**config.mk**
```make
export PLATFORM = sky130hd
export DESIGN_NAME = fetch_hazard_ctrl_flat
export DESIGN_NICKNAME = d
export VERILOG_FILES = /design/src/rtl/fetch_hazard_ctrl_pkg.sv /design/src/rtl/fetch_hazard_ctrl_if.sv /design/src/rtl/fetch_hazard_ctrl_sat_counter.sv /design/src/rtl/fetch_hazard_ctrl.sv /design/src/flat_wrapper.sv
export SDC_FILE = /design/constraint.sdc
export NUM_CORES = 1
export LEC_CHECK = 0
export BUFFER_PORTS_ARGS = -buffer_cell sky130_fd_sc_hd__buf_4
export CAP_MARGIN = 20
export CORE_AREA = 2 2 39 41
export DETAILED_ROUTE_END_ITERATION = 12
export DIE_AREA = 0 0 41 43
export PLACE_DENSITY = 0.82
export SYNTH_ARGS = -nofsm -noshare
export SYNTH_HDL_FRONTEND = slang
export SYNTH_HIERARCHICAL = 1
export SYNTH_SLANG_ARGS = --single-unit
```
**constraint.sdc**
```tcl
create_clock -name clk -period 1.62 [get_ports clk]
set_input_delay 0 -clock clk [delete_from_list [all_inputs] [get_ports clk]]
set_output_delay 0 -clock clk [all_outputs]
set_load 0.05 [all_outputs]
```
**src/rtl/fetch_hazard_ctrl_pkg.sv**
```systemverilog
// Purpose: shared types and constants for the fetch hazard controller.
// Latency: n/a (declarations only).
// Backpressure: n/a.
package fetch_ctrl_pkg;

    typedef enum logic [1:0] {
        ST_RUN        = 2'd0,
        ST_LOAD_STALL = 2'd1,
        ST_FLUSH      = 2'd2,
        ST_MEM_WAIT   = 2'd3
    } state_t;

    // ori $0,$0,0 -- the bubble instruction fed to ID when nop_sel_out=1
    localparam logic [31:0] NOP_INSTR = 32'h34000000;
    localparam logic [4:0]  REG_ZERO  = 5'd0;

    // True when an ID source operand is read and names the EX load target.
    function automatic logic reg_match(input logic       used,
                                       input logic [4:0] src,
                                       input logic [4:0] dst);
        return used && (src == dst);
    endfunction

endpackage

```
**src/rtl/fetch_hazard_ctrl_if.sv**
```systemverilog
// Purpose: bundle of pipeline-status inputs and fetch-control outputs.
// Latency: n/a (wires only).
// Backpressure: n/a; imem_ready_in is the only stall source from memory.
// Modports: master = pipeline/datapath side, slave = controller side.
interface fetch_hazard_ctrl_if;
    logic [4:0] rs_in;
    logic [4:0] rt_in;
    logic       uses_rs_in;
    logic       uses_rt_in;
    logic       ex_load_in;
    logic [4:0] ex_rt_in;
    logic       redirect_in;
    logic       imem_ready_in;
    logic       pc_en_out;
    logic       pc_redirect_sel_out;
    logic       ifid_en_out;
    logic       nop_sel_out;
    logic       flush_out;
    logic [1:0] state_out;

    modport master (
        output rs_in, rt_in, uses_rs_in, uses_rt_in, ex_load_in, ex_rt_in,
               redirect_in, imem_ready_in,
        input  pc_en_out, pc_redirect_sel_out, ifid_en_out, nop_sel_out,
               flush_out, state_out
    );

    modport slave (
        input  rs_in, rt_in, uses_rs_in, uses_rt_in, ex_load_in, ex_rt_in,
               redirect_in, imem_ready_in,
        output pc_en_out, pc_redirect_sel_out, ifid_en_out, nop_sel_out,
               flush_out, state_out
    );
endinterface

```
**src/rtl/fetch_hazard_ctrl_sat_counter.sv**
```systemverilog
// Purpose: W-bit event counter that sticks at all-ones.
// Latency: count reflects inc one cycle later.
// Backpressure: none; inc is sampled every cycle.
// Ports: clk, reset (async active-low clear), inc, count.
module sat_counter #(
    parameter int W = 16
) (
    input  logic         clk,
    input  logic         reset,
    input  logic         inc,
    output logic [W-1:0] count
);
    always_ff @(posedge clk or negedge reset) begin
        if (!reset) begin
            count <= '0;
        end else if (inc && (count != '1)) begin
            count <= count + W'(1);
        end
    end
endmodule

```
**src/rtl/fetch_hazard_ctrl.sv**
```systemverilog
// Purpose: fetch-stage sequencer -- PC enable/redirect, IF/ID enable, NOP mux, flush.
// Latency: Mealy outputs, same cycle as the inputs; state advances on clk.
// Backpressure: stalls PC and IF/ID on imem_ready_in=0 and on load-use hazards.
// Ports: clk, reset (async active-low), ctrl (fetch_hazard_ctrl_if.slave);
//        with FETCH_HAZARD_PERF_EN defined also stall_cnt_out, flush_cnt_out.
module fetch_hazard_ctrl
    import fetch_ctrl_pkg::*;
#(
    parameter int FLUSH_CYCLES      = 1,
    parameter int LOAD_STALL_CYCLES = 1
`ifdef FETCH_HAZARD_PERF_EN
    ,
    parameter int CNT_W             = 16
`endif
) (
    input  logic                clk,
    input  logic                reset,
    fetch_hazard_ctrl_if.slave  ctrl
`ifdef FETCH_HAZARD_PERF_EN
    ,
    output logic [CNT_W-1:0]    stall_cnt_out,
    output logic [CNT_W-1:0]    flush_cnt_out
`endif
);
    localparam logic [2:0] FLUSH_LD = 3'(FLUSH_CYCLES);
    // The RUN cycle that detects the hazard is itself the first stall cycle.
    localparam logic [2:0] STALL_LD = 3'(LOAD_STALL_CYCLES - 1);

    state_t     state, state_nxt;
    logic [2:0] cnt, cnt_nxt;
    logic       hazard;
    logic       pc_en, pc_sel, ifid_en, nop_sel, flush;

    always_comb begin
        hazard = ctrl.ex_load_in && (ctrl.ex_rt_in != REG_ZERO) &&
                 (reg_match(ctrl.uses_rs_in, ctrl.rs_in, ctrl.ex_rt_in) ||
                  reg_match(ctrl.uses_rt_in, ctrl.rt_in, ctrl.ex_rt_in));

        pc_en     = 1'b0;
        pc_sel    = 1'b0;
        ifid_en   = 1'b0;
        nop_sel   = 1'b1;
        flush     = 1'b0;
        state_nxt = state;
        cnt_nxt   = cnt;

        if (!reset) begin
            // Outputs are forced while reset is low so the bubble is visible
            // even before the first clock edge.
            flush = 1'b1;
        end else if (ctrl.redirect_in) begin
            // Target is on the datapath now; load it regardless of imem.
            pc_en     = 1'b1;
            pc_sel    = 1'b1;
            ifid_en   = 1'b1;
            flush     = 1'b1;
            state_nxt = ST_FLUSH;
            cnt_nxt   = FLUSH_LD;
        end else if (state == ST_LOAD_STALL) begin
            // PC is frozen, so imem_ready_in is irrelevant here.
            if (cnt == 3'd1) state_nxt = ST_RUN;
            else             cnt_nxt   = cnt - 3'd1;
        end else if (state == ST_FLUSH) begin
            pc_en   = ctrl.imem_ready_in;
            ifid_en = 1'b1;
            flush   = 1'b1;
            if (ctrl.imem_ready_in) begin
                if (cnt == 3'd1) state_nxt = ST_RUN;
                else             cnt_nxt   = cnt - 3'd1;
            end
        end else if (!ctrl.imem_ready_in) begin
            // RUN or MEM_WAIT without data: wait, hazard re-checked later.
            state_nxt = ST_MEM_WAIT;
        end else if (hazard) begin
            // RUN, or the MEM_WAIT cycle in which data arrives.
            if (LOAD_STALL_CYCLES == 1) begin
                state_nxt = ST_RUN;
            end else begin
                state_nxt = ST_LOAD_STALL;
                cnt_nxt   = STALL_LD;
            end
        end else begin
            pc_en     = 1'b1;
            ifid_en   = 1'b1;
            nop_sel   = 1'b0;
            state_nxt = ST_RUN;
        end
    end

    always_ff @(posedge clk or negedge reset) begin
        if (!reset) begin
            state <= ST_FLUSH;
            cnt   <= FLUSH_LD;
        end else begin
            state <= state_nxt;
            cnt   <= cnt_nxt;
        end
    end

    assign ctrl.pc_en_out           = pc_en;
    assign ctrl.pc_redirect_sel_out = pc_sel;
    assign ctrl.ifid_en_out         = ifid_en;
    assign ctrl.nop_sel_out         = nop_sel;
    assign ctrl.flush_out           = flush;
    assign ctrl.state_out           = state;

`ifdef FETCH_HAZARD_PERF_EN
    sat_counter #(.W(CNT_W)) u_stall_cnt (
        .clk   (clk),
        .reset (reset),
        .inc   (~pc_en),
        .count (stall_cnt_out)
    );

    sat_counter #(.W(CNT_W)) u_flush_cnt (
        .clk   (clk),
        .reset (reset),
        .inc   (ctrl.redirect_in),
        .count (flush_cnt_out)
    );
`endif
endmodule

```
**src/flat_wrapper.sv**
```systemverilog
// flat-port wrapper written by rule: the top's interface ports become plain ports
module fetch_hazard_ctrl_flat import fetch_ctrl_pkg::*;
#(
    parameter int FLUSH_CYCLES      = 1,
    parameter int LOAD_STALL_CYCLES = 1

)
  (clk, reset, ctrl_rs_in, ctrl_rt_in, ctrl_uses_rs_in, ctrl_uses_rt_in, ctrl_ex_load_in, ctrl_ex_rt_in, ctrl_redirect_in, ctrl_imem_ready_in, ctrl_pc_en_out, ctrl_pc_redirect_sel_out, ctrl_ifid_en_out, ctrl_nop_sel_out, ctrl_flush_out, ctrl_state_out);
  fetch_hazard_ctrl_if ctrl_i ();
  input  logic clk;
  input  logic reset;
  input wire logic [$bits(ctrl_i.rs_in)-1:0] ctrl_rs_in;
  input wire logic [$bits(ctrl_i.rt_in)-1:0] ctrl_rt_in;
  input wire logic [$bits(ctrl_i.uses_rs_in)-1:0] ctrl_uses_rs_in;
  input wire logic [$bits(ctrl_i.uses_rt_in)-1:0] ctrl_uses_rt_in;
  input wire logic [$bits(ctrl_i.ex_load_in)-1:0] ctrl_ex_load_in;
  input wire logic [$bits(ctrl_i.ex_rt_in)-1:0] ctrl_ex_rt_in;
  input wire logic [$bits(ctrl_i.redirect_in)-1:0] ctrl_redirect_in;
  input wire logic [$bits(ctrl_i.imem_ready_in)-1:0] ctrl_imem_ready_in;
  output wire logic [$bits(ctrl_i.pc_en_out)-1:0] ctrl_pc_en_out;
  output wire logic [$bits(ctrl_i.pc_redirect_sel_out)-1:0] ctrl_pc_redirect_sel_out;
  output wire logic [$bits(ctrl_i.ifid_en_out)-1:0] ctrl_ifid_en_out;
  output wire logic [$bits(ctrl_i.nop_sel_out)-1:0] ctrl_nop_sel_out;
  output wire logic [$bits(ctrl_i.flush_out)-1:0] ctrl_flush_out;
  output wire logic [$bits(ctrl_i.state_out)-1:0] ctrl_state_out;
  assign ctrl_i.rs_in = ctrl_rs_in;
  assign ctrl_i.rt_in = ctrl_rt_in;
  assign ctrl_i.uses_rs_in = ctrl_uses_rs_in;
  assign ctrl_i.uses_rt_in = ctrl_uses_rt_in;
  assign ctrl_i.ex_load_in = ctrl_ex_load_in;
  assign ctrl_i.ex_rt_in = ctrl_ex_rt_in;
  assign ctrl_i.redirect_in = ctrl_redirect_in;
  assign ctrl_i.imem_ready_in = ctrl_imem_ready_in;
  assign ctrl_pc_en_out = ctrl_i.pc_en_out;
  assign ctrl_pc_redirect_sel_out = ctrl_i.pc_redirect_sel_out;
  assign ctrl_ifid_en_out = ctrl_i.ifid_en_out;
  assign ctrl_nop_sel_out = ctrl_i.nop_sel_out;
  assign ctrl_flush_out = ctrl_i.flush_out;
  assign ctrl_state_out = ctrl_i.state_out;
  fetch_hazard_ctrl #(.FLUSH_CYCLES(FLUSH_CYCLES), .LOAD_STALL_CYCLES(LOAD_STALL_CYCLES)) u_core (.clk(clk), .reset(reset), .ctrl(ctrl_i));
endmodule
```
==> impl_metrics.yaml <==
sta:
  setup_violations: 0
  period_needed_ns: 1.59
  setup_ws_ns: 0.0291
  rsz0062_at_grt: "true"
  maxSlewViolCount: 0
  slew_headroom: 0.776
  max_freq_ghz: 0.629
  tns_ns: 0
  worst_slew_pin_slew_ns: 0.332
  skew_ns: 0.00226
  hold_viol_final: 0
  fin_hold_ws_ns: 0.0549
  post-route-period-util: 0.982
die:
  core_area_sq_um: 1380
  io_pins: 29
  rows: 14
  initial_utilization: 0.394
  die_y_um: 43
  dieArea_sq_um: 1760
  die_x_um: 41
critical_path:
  worstSetupPathType: "register to output port"
  critPathArrivalTime_ns: 1.59
  slowest_stage: "dfstp_2"
  required_ns: 1.62
  cpPeakStageDelay_ns: 0.57
  cp-start-kind: "register"
  cp_max_fo: 7
  endpoint_kind: "output port"
  path_cells: "inv_1 > maj3_2 > o221ai_4 > buf_6"
finish:
  seq_area_sq_um: 129
  layout_commonest_cell: "buf_4"
  antenna_cells: 0
  final_layout_size_suffix_gt1_frac: 0.422
  area_delta_synth_final_pct: 61.0
  multi_input_area_sq_um: 424
  stdcell_area_sq_um: 878
  mostFrequentLayoutCells: "buf_4, xnor2_1, nand2_1"
  fill_cells: 133
  finalNetCount: 127
pwr:
  p_leak_uw: 0.000394
  power_density_nw_per_um2: 998
  vdd_drop_max_mv: 0.861
  p_total_uw: 876
detailed_routing:
  detail-route-antenna-nets: 0
  avgViaCountPerCell: 5.33
  vias: 629
  detail_route.wl_per_cell_um: 12.4
  drc_errors: 0
  routed_wirelength_mm: 1.46
  firstDrtPassIters: 4
  drt_iter0_drc: 6
synthesis:
  ys_warn_count: 6
  yosysTopAreaCellShare: 0.161
  synthTopCellsByArea: "xnor2_1, dfrtp_1, dfstp_2, o21ai_0, ha_1"
  synth-seq-cells: 5
  yosysTopAreaCell: "xnor2_1"
  netlist_instances: 67
  netlist_area_sq_um: 546
  avgSynthCellArea_sq_um: 8.14
  async_reset_ff_frac: 1.00
  synth_cell_type_count: 28
  synth_edf_count: 0
  synth_flop_cell: "dfrtp_1"
  synth_nets: 91
  seq_area_frac_synth: 0.234
placed_design:
  dp_slack_ns: 0.0363
  dp_hpwl_mm: 1.16
  gp_routability_congestion: 0.809
  placed_area_sq_um: 813
  port_buffers: 28
global_routing:
  grt_pass1_wl_mm: 2.17
  grt_antenna_before_repair: 0
  grt_remaining_overflow: 0
  grt_pass1_vias: 565
  grt_max_degree: 14
  grt_usage: 0.180
clock_network:
  cts.sinks: 5
  clk_latency_ns: 0.24
  cts_buffers: 3
  root_buffer: "clkbuf_4"
  path_clk_slew_ns: 0.04
  cts.path.max_buffers: 2
  htreeDepth: 1
  cts_tree: "built"
job:
  max_cap_viol_count: 0
status:
  outcome: "finished, final reports clean"
worst_hold_path:
  min_path_type: "input pin to register"
[critical path, delay by kind of cell, from the launching register on]
family | cells | cell delay [ns]
AOI/OAI and AO/OA | 1 | 0.17
buffers and inverters | 2 | 0.28
adders and majority gates | 1 | 0.32
DFF | 1 | 0.57
[cell type report]
cell class	instances	share of cell area
repair buffers	33	0.296
multi-input cells	55	0.483
flip-flops and latches	5	0.147
well taps	16	0.0228
clock buffers	4	0.0299
inverters	5	0.0214
[power by group]
group,internal (uW),switching [uW]
clock,93.1,51.3
sequential,174,44.5
combinational,219,294
total,487,389
[cell families (layout without fill, tap and decap cells)]
group,count (synthesis),after routing,share of synthesized area
XOR/XNOR,10,10,0.161
multiplexers,1,1,0.0183
flip-flops,5,5,0.234
AND/OR/NAND/NOR,19,19,0.183
adder cells (fa/ha/maj),3,3,0.0665
AO/OA/AOI/OAI,22,22,0.273
buffers and inverters,7,42,0.0642
[registers in the layout, summed over array words and instances, names as in the netlist]
register,flops
u_core/ctrl.state_out,2
u_core/cnt,3
[per-layer routing]
| layer | up-vias | wire, um | global-route usage |
|---|---|---|---|
| li1 | 312 | - | - |
| met1 | 282 | 508 | 0.180 |
| met2 | 32 | 738 | 0.316 |
| met3 | 3 | 195 | 0.0524 |
| met4 | 0 | 21 | 0.0800 |
| met5 | - | 0 | 0 |
[path summary, 6_finish.rpt]
path	slack (ns)	to	cells past startpoint	start
max	0.03	ctrl_pc_en_out	4	u_core/ctrl.state_out[1]
min	0.05	u_core/ctrl.state_out[0]	2	reset
max reg2reg	0.19	u_core/cnt[1]	6	u_core/cnt[1]
min reg2reg	0.51	u_core/cnt[0]	2	u_core/cnt[0]
max in group asynchronous	1.13	u_core/ctrl.state_out[1]	2	reset
min in group asynchronous	0.24	u_core/cnt[2]	2	reset
[through the flow]
stage,utilization,cells
final,0.635,118
after global routing,0.635,118
after CTS,0.629,118
after detailed placement,0.588,111
after global placement,0.588,111
after floorplan,-,67
[what timing repair did]
item                                   CTS  global route
endpoints found under the hold margin    6             0
setup buffers                            1             0
setup endpoints to repair                1             4
gates resized for setup                  1             2
hold buffers                             2             0
[synthesized netlist by cell type (2+ instances only)]
library cell / instances
a21boi_0: 2
a21oi_1: 4
a31oi_1: 2
dfrtp_1: 3
dfstp_2: 2
ha_1: 2
inv_1: 5
nand2_1: 6
nand2b_1: 2
nand4_1: 2
nor2_1: 2
nor2b_1: 3
o21ai_0: 6
o22ai_1: 3
xnor2_1: 10
No activity file was read; power rests on OpenSTA's default activity.
